===== src/rtl/axis_triplet_gather.sv =====
// rtl/axis_triplet_gather.sv - groups a word stream into {a,b,c} triplets for the three-input adder
// Optional TRIPLET_PAD_EN: tlast on slot 0/1 zero-pads the rest of the triplet.
module axis_triplet_gather #(
  parameter int SIZE = 64
) (
  input  logic            aclk,
  input  logic            aresetn,
  input  logic [SIZE-1:0] s_axis_tdata,
  input  logic            s_axis_tvalid,
  output logic            s_axis_tready,
  input  logic            s_axis_tlast,
  output logic [SIZE-1:0] m_axis_a_tdata,
  output logic            m_axis_a_tvalid,
  input  logic            m_axis_a_tready,
  output logic [SIZE-1:0] m_axis_b_tdata,
  output logic            m_axis_b_tvalid,
  input  logic            m_axis_b_tready,
  output logic [SIZE-1:0] m_axis_c_tdata,
  output logic            m_axis_c_tvalid,
  input  logic            m_axis_c_tready,
  output logic [31:0]     triplet_count
);

  logic [SIZE-1:0] w0, w1, w2;
  logic [SIZE-1:0] oa, ob, oc;
  logic [1:0]      cnt;
  logic            out_full;
  logic            a_done, b_done, c_done;
  logic            live;
  logic            a_hs, b_hs, c_hs;
  logic            all_drain, xfer, accept;
  logic [1:0]      wr_idx;

  assign m_axis_a_tvalid = out_full && !a_done;
  assign m_axis_b_tvalid = out_full && !b_done;
  assign m_axis_c_tvalid = out_full && !c_done;
  assign m_axis_a_tdata  = oa;
  assign m_axis_b_tdata  = ob;
  assign m_axis_c_tdata  = oc;

  assign a_hs = m_axis_a_tvalid && m_axis_a_tready;
  assign b_hs = m_axis_b_tvalid && m_axis_b_tready;
  assign c_hs = m_axis_c_tvalid && m_axis_c_tready;

  assign all_drain = out_full && (a_done || a_hs) && (b_done || b_hs) && (c_done || c_hs);
  assign xfer      = (cnt == 2'd3) && (!out_full || all_drain);

  // live holds tready low while reset is asserted and for the first edge after release
  assign s_axis_tready = live && ((cnt != 2'd3) || xfer);
  assign accept        = s_axis_tvalid && s_axis_tready;
  assign wr_idx        = xfer ? 2'd0 : cnt;

`ifndef TRIPLET_PAD_EN
  logic unused_tlast;
  assign unused_tlast = s_axis_tlast;
`endif

  always_ff @(posedge aclk or negedge aresetn) begin
    if (!aresetn) begin
      cnt  <= 2'd0;
      w0   <= '0;
      w1   <= '0;
      w2   <= '0;
      live <= 1'b0;
    end else begin
      live <= 1'b1;
      if (accept) begin
        case (wr_idx)
          2'd0:    w0 <= s_axis_tdata;
          2'd1:    w1 <= s_axis_tdata;
          default: w2 <= s_axis_tdata;
        endcase
        cnt <= wr_idx + 2'd1;
`ifdef TRIPLET_PAD_EN
        if (s_axis_tlast && (wr_idx != 2'd2)) begin
          if (wr_idx == 2'd0) w1 <= '0;
          w2  <= '0;
          cnt <= 2'd3;
        end
`endif
      end else if (xfer) begin
        cnt <= 2'd0;
      end
    end
  end

  // a new triplet may load on the very edge the previous one finishes draining
  always_ff @(posedge aclk or negedge aresetn) begin
    if (!aresetn) begin
      oa            <= '0;
      ob            <= '0;
      oc            <= '0;
      out_full      <= 1'b0;
      a_done        <= 1'b0;
      b_done        <= 1'b0;
      c_done        <= 1'b0;
      triplet_count <= 32'd0;
    end else begin
      if (all_drain) triplet_count <= triplet_count + 32'd1;
      if (xfer) begin
        oa       <= w0;
        ob       <= w1;
        oc       <= w2;
        out_full <= 1'b1;
        a_done   <= 1'b0;
        b_done   <= 1'b0;
        c_done   <= 1'b0;
      end else if (all_drain) begin
        out_full <= 1'b0;
        a_done   <= 1'b0;
        b_done   <= 1'b0;
        c_done   <= 1'b0;
      end else begin
        a_done <= a_done || a_hs;
        b_done <= b_done || b_hs;
        c_done <= c_done || c_hs;
      end
    end
  end

endmodule


===== config.mk =====
export PLATFORM = sky130hd
export DESIGN_NAME = axis_triplet_gather
export DESIGN_NICKNAME = d
export VERILOG_FILES = /design/src/rtl/axis_triplet_gather.sv
export SDC_FILE = /design/constraint.sdc
export NUM_CORES = 1
export LEC_CHECK = 0
export ABC_AREA = 1
export CAP_MARGIN = 20
export CORE_ASPECT_RATIO = 1.5
export CORE_MARGIN = 2
export CORE_UTILIZATION = 45
export DETAILED_ROUTE_END_ITERATION = 8
export GPL_TIMING_DRIVEN = 0
export PLACE_DENSITY = 0.7
export SLEW_MARGIN = 20
export SYNTH_ARGS = -nofsm -noshare
export SYNTH_HDL_FRONTEND = slang
export SYNTH_SLANG_ARGS = --single-unit

===== constraint.sdc =====
create_clock -name aclk -period 2 [get_ports aclk]
set_input_delay 0.4 -clock aclk [delete_from_list [all_inputs] [get_ports aclk]]
set_output_delay 0.4 -clock aclk [all_outputs]
set_load 0.02 [all_outputs]

=== Word-level counts from Yosys, hierarchy flattened ===
Cells that the tools add are included.

* Flip-flop bits (word level): 423
* Output and inout port bits: 228

* $add $sub $neg: 2
* Eq/ne operators: 3
* Muxes and demuxes: 10
* Bitwise gates (word level): 1
* Reductions and logical operators: 27

{| class="wikitable"
|+ Operator list
! cell !! number
|-
| $add A32 B1 Y32 const B || 1
|-
| $logic_and A1 B1 Y1 || 12
|-
| $mux W1 || 8
|-
| $reduce_and A2 Y1 || 3
|-
| $logic_or A1 B1 Y1 || 5
|-
| $logic_not A1 Y1 || 4
|-
| $mux W2 || 2
|-
| $add A2 B1 Y2 const B || 1
|-
| $eq A2 B1 Y1 const B || 1
|-
| $eq A2 B2 Y1 const B || 1
|-
| $logic_not A2 Y1 || 1
|-
| $ne A2 B2 Y1 const B || 1
|-
| $reduce_bool A2 Y1 || 1
|-
| $reduce_or A2 Y1 || 1
|-
| $not A1 Y1 || 1
|}

=== Depth between registers and ports, before layout ===
* Word-level depth: 14
* Mapped depth: 10
* Gate-level depth less buffers: 10

=== Worst setup path after synthesis ===
No wires, ideal clock.

* Path type: register to register
* From: register triplet_count[0]
* To: register triplet_count[14]
* Library setup time: 130 ps
* Arrival: 1586 ps
* Data required time: 1870 ps
* Slack: 283 ps
* Stages on the path, launching flop included: 8
* Buffers on the path: 0
* Clock period less this slack: 1717 ps
* Path through: dfrtp_1 > ha_1 > nand3_1 > inv_1 > nand2_1 > nor3_1 > nand2_1 > xnor2_1

* Longest elaborated chain between the ends: 1

{| class="wikitable"
|+ RTL lines
! element !! line !! RTL
|-
| start: declaration || 21 || <nowiki>output logic [31:0] triplet_count</nowiki>
|-
| start signal: assignment || 99 || <nowiki>if (all_drain) triplet_count <= triplet_count + 32'd1;</nowiki>
|-
| $add A32 B1 Y32 || 99 ||
|}

Every way passes these cells.
A chain may end at the register's enable or synchronous reset.

=== Worst setup path after layout ===
* From: register out_full
* To: output s_axis_tready

* Longest elaborated chain between the ends: 10
* Elaborated cells between the ends (all ways): 17
* Those cells by class: reduce/logical: 17

{| class="wikitable"
|+ RTL lines
! element !! line !! RTL
|-
| start: declaration || 27 || <nowiki>logic out_full;</nowiki>
|-
| start signal: assignment || 93 || <nowiki>out_full <= 1'b0;</nowiki>
|-
| start signal: assignment || 104 || <nowiki>out_full <= 1'b1;</nowiki>
|-
| start signal: assignment || 109 || <nowiki>out_full <= 1'b0;</nowiki>
|-
| $logic_and A1 B1 Y1 || 34 || <nowiki>assign m_axis_a_tvalid = out_full && !a_done;</nowiki>
|-
| $logic_and A1 B1 Y1 || 41 || <nowiki>assign a_hs = m_axis_a_tvalid && m_axis_a_tready;</nowiki>
|-
| $logic_or A1 B1 Y1 || 45 || <nowiki>assign all_drain = out_full && (a_done || a_hs) && (b_done || b_hs) && (c_done || c_hs);</nowiki>
|-
| $logic_and A1 B1 Y1 (3 in series) || 45 ||
|-
| $logic_or A1 B1 Y1 (*) || 46 || <nowiki>assign xfer = (cnt == 2'd3) && (!out_full || all_drain);</nowiki>
|-
| $logic_and A1 B1 Y1 (*) || 46 ||
|-
| $logic_or A1 B1 Y1 (*) || 49 || <nowiki>assign s_axis_tready = live && ((cnt != 2'd3) || xfer);</nowiki>
|-
| $logic_and A1 B1 Y1 (*) || 49 ||
|-
| end: declaration || 10 || <nowiki>output logic s_axis_tready,</nowiki>
|}

Mark *: on every way between the ends. The rest lies on a longest branch, timed or not.

==> results.json <==
{
  "status": "finished, violations left",
  "fin_nets": 2305,
  "power_uw": 36100,
  "setup_slack_ps": -35.71,
  "slowest_stage": "dfrtp_2",
  "dp.cells": 2668,
  "synth_top_area_share_pct": 63.61,
  "finalMaxSlewViolations": 0,
  "gr-total-overflow": 0,
  "synth-edff-count": 0,
  "die_w_um": 161.0,
  "antenna_found_initial": 0,
  "fp.dieArea_um2": 38560,
  "clock_latency_ps": 550,
  "p_leak_uw": 0.01179,
  "drtAntennaViolNets": 0,
  "final_cells": 2745,
  "wl_per_cell_um": 17.86,
  "root_buffer": "clkbuf_16",
  "dieHeight_um": 239.5,
  "route.vias.total": 13570,
  "setup_viol": 1,
  "holdCritPathClass": "input pin to async pin",
  "rr_worst_depth": 9,
  "avgSynthCellArea_um2": 8.837,
  "synth_area_um2": 16640,
  "drtPass1Iterations": 7,
  "ys_top_cells_by_area": "dfrtp_1 64%, nand2_1 21%, o21ai_0 4.2%, nand3_1 2.3%, inv_1 2.2%",
  "max_freq_ghz": 0.4912,
  "initial_core_util_pct": 45.48,
  "synth_top_cell_by_area": "dfrtp_1",
  "worstPathRequired_ps": 1600,
  "drive_gt1_share_pct": 8.005,
  "critical_path.max_stage_delay_ps": 420,
  "grt_pass1_vias": 13930,
  "hold_slack_ps": 406.9,
  "rr_startpoint": "out_full$_DFFE_PN0P_",
  "track_usage_pct": 25.77,
  "drc": 0,
  "post-route-period-util_pct": 101.8,
  "cts_made_buffers": 42,
  "power_density_nw_per_um2": 1650,
  "core_area_um2": 36590,
  "synth_cell_types": 26,
  "violations": "setup timing",
  "finalHoldViolCount": 0,
  "vdd_drop_max_mv": 0.9325,
  "drt_iter0_drc": 939,
  "port-buffer-count": 297,
  "cts_tree": "yes",
  "arrival_ps": 1640,
  "path_class": "flip-flop to output pin",
  "grt_pass1_wl_mm": 76.57,
  "r2r_end": "w0[27]$_DFFE_PN0P_",
  "ys_ff_latch": 423,
  "rrSetupSlack_ps": 130,
  "endpoint_kind": "output pin",
  "clkTransAtPathRegs_ps": 70,
  "slew_headroom_pct": 61.01,
  "syn_nets": 1957,
  "crit_fanout": 5,
  "fin_crit_ps": 2036,
  "grt_max_degree": 98,
  "fin_skew_ps": 25.75,
  "dp_hpwl_mm": 35.82,
  "synth_cells": 1883,
  "clkSinkCount": 423,
  "rows": 86,
  "ys.flop_type": "dfrtp_1",
  "worst_slew_pin_slew_ps": 584.8,
  "area_delta_synth_final_pct": 31.48,
  "rsz0062_at_grt": "yes",
  "ys_warn_count": 0,
  "vias_per_cell": 4.942,
  "gp_congestion": 0.8981,
  "antenna_cells": 0,
  "ys_seq_area_share_pct": 63.61,
  "ioPinCount": 299,
  "crit_path_frequent_cell": "nand3_4",
  "clockBufferDepth": 3,
  "start_kind": "flip-flop",
  "path_cells": "o21a_1 > nand3_4 > nand3_4 > nand2_4 > inv_2 > buf_6",
  "wirelength_mm": 49.04,
  "max_cap_viol_count": 0,
  "async_flop_share_pct": 100.0,
  "cts-htree-levels": 2
}
## layout make-up
cell class	count	area, um2
Sequential cell	423	10590
Fill cell	3185	14710
Buffer	94	534.3
Tap cell	484	605.6
Timing Repair Buffer	304	3157
Clock buffer	63	1221
Clock inverter	11	107.6
Multi-Input combinational cell	1268	5299
Inverter	98	367.9
## logic make-up (layout without fill, tap and decap cells)
| kind of cell | Yosys count | after routing | synth area share (%) |
|---|---|---|---|
| xor+xnor | 22 | 22 | 1.158 |
| simple gates | 1097 | 1097 | 25.55 |
| other cells | 1 | 1 | 0.02254 |
| flops | 423 | 423 | 63.61 |
| fa+ha+maj | 3 | 3 | 0.2256 |
| compound gates | 145 | 145 | 4.444 |
| buf+inv | 192 | 570 | 4.985 |
## worst max path at each step
stage / slack, ps / cells past startpoint / end / start
floorplan: 280 / 7 / triplet_count[14]$_DFFE_PN0P_ / triplet_count[0]$_DFFE_PN0P_
global placement: -17490 / 1 / w0[51]$_DFFE_PN0P_ / aresetn
detailed placement: -760 / 9 / m_axis_a_tdata[32]$_DFFE_PN0P_ / m_axis_a_tready
CTS: -120 / 7 / s_axis_tready / out_full$_DFFE_PN0P_
global route: -130 / 6 / s_axis_tready / out_full$_DFFE_PN0P_
finish: -40 / 6 / s_axis_tready / out_full$_DFFE_PN0P_
## per-stage QoR
step / utilization, % / setup TNS, ps / area, um2 / worst slack (ps)
2_1_floorplan: - / 0 / 16640 / 283.3
3_3_place_gp: 55.26 / -7540030 / 20220 / -17490
3_5_place_dp: 55.58 / -185620 / 20330 / -758.1
4_1_cts: 59.29 / -123.0 / 21690 / -123.0
5_1_grt: 59.80 / -125.0 / 21880 / -125.0
6_report: 59.80 / -35.71 / 21880 / -35.71
## registers in the layout (all words and copies together) (netlist names)
name	count
triplet_count	32
m_axis_c_tdata	64
cnt	2
b_done	1
c_done	1
m_axis_b_tdata	64
m_axis_a_tdata	64
out_full	1
live	1
w1	64
w0	64
w2	64
a_done	1
## cell usage in the layout, fill, tap and decap left out, types with 3 or more instances in the layout
cell	Yosys	final
nand2_2	2	3
nor2_2	1	5
clkbuf_16	0	43
nand3_1	78	76
buf_16	0	4
inv_1	97	96
dlygate4sd2_1	0	33
xor2_1	17	17
nand4_1	3	3
clkbuf_1	35	17
xnor2_1	5	5
nor2_1	59	54
nand2_1	945	942
buf_2	30	29
buf_4	19	24
o21ai_0	140	140
clkinv_2	0	4
clkbuf_8	0	7
dfrtp_1	423	422
nor3_1	6	5
dlymetal6s2s_1	0	35
clkdlybuf4s50_1	0	224
clkbuf_2	0	36
clkbuf_4	0	3
## critical path, delay by kind of cell, from the launching register on
kind | cells | cell delay (ps)
flip-flops | 1 | 420
AO/OA/AOI/OAI | 1 | 200
buffers and inverters | 2 | 170
AND/OR/NAND/NOR | 3 | 300
## per-layer routing
layer  share of wire [%]  global-route usage [%]
met5                   0                       0
met4                 4.0                   11.12
met3                 4.9                   4.035
met2                  53                   45.95
met1                  39                   30.91
## cell usage after synthesis, types with 2 or more instances
library cell / count
buf_1: 10
buf_2: 30
buf_4: 19
clkbuf_1: 35
dfrtp_1: 423
ha_1: 3
inv_1: 97
nand2_1: 945
nand2_2: 2
nand3_1: 78
nand3b_1: 2
nand4_1: 3
nor2_1: 59
nor3_1: 6
o21ai_0: 140
xnor2_1: 5
xor2_1: 17
## power breakdown
group / total (uW) / leakage [uW] / switching, uW / internal [uW]
Clock: 7700 / 0.000646 / 3320 / 4370
Sequential: 14900 / 0.00540 / 2480 / 12400
Combinational: 13500 / 0.00575 / 7930 / 5570
Total: 36100 / 0.0118 / 13700 / 22400
## what timing repair did
item / 4_1_cts / 5_1_grt
endpoints found under the setup margin: 379 / 290
buffers inserted: 1 / 1
endpoints found under the hold margin: 69 / 0
gates resized for setup: 69 / 104
cloned: 0 / 0
pin swaps: 1 / 2
hold buffers: 1 / 0
Note: power is estimated with default switching activity, not from simulation.
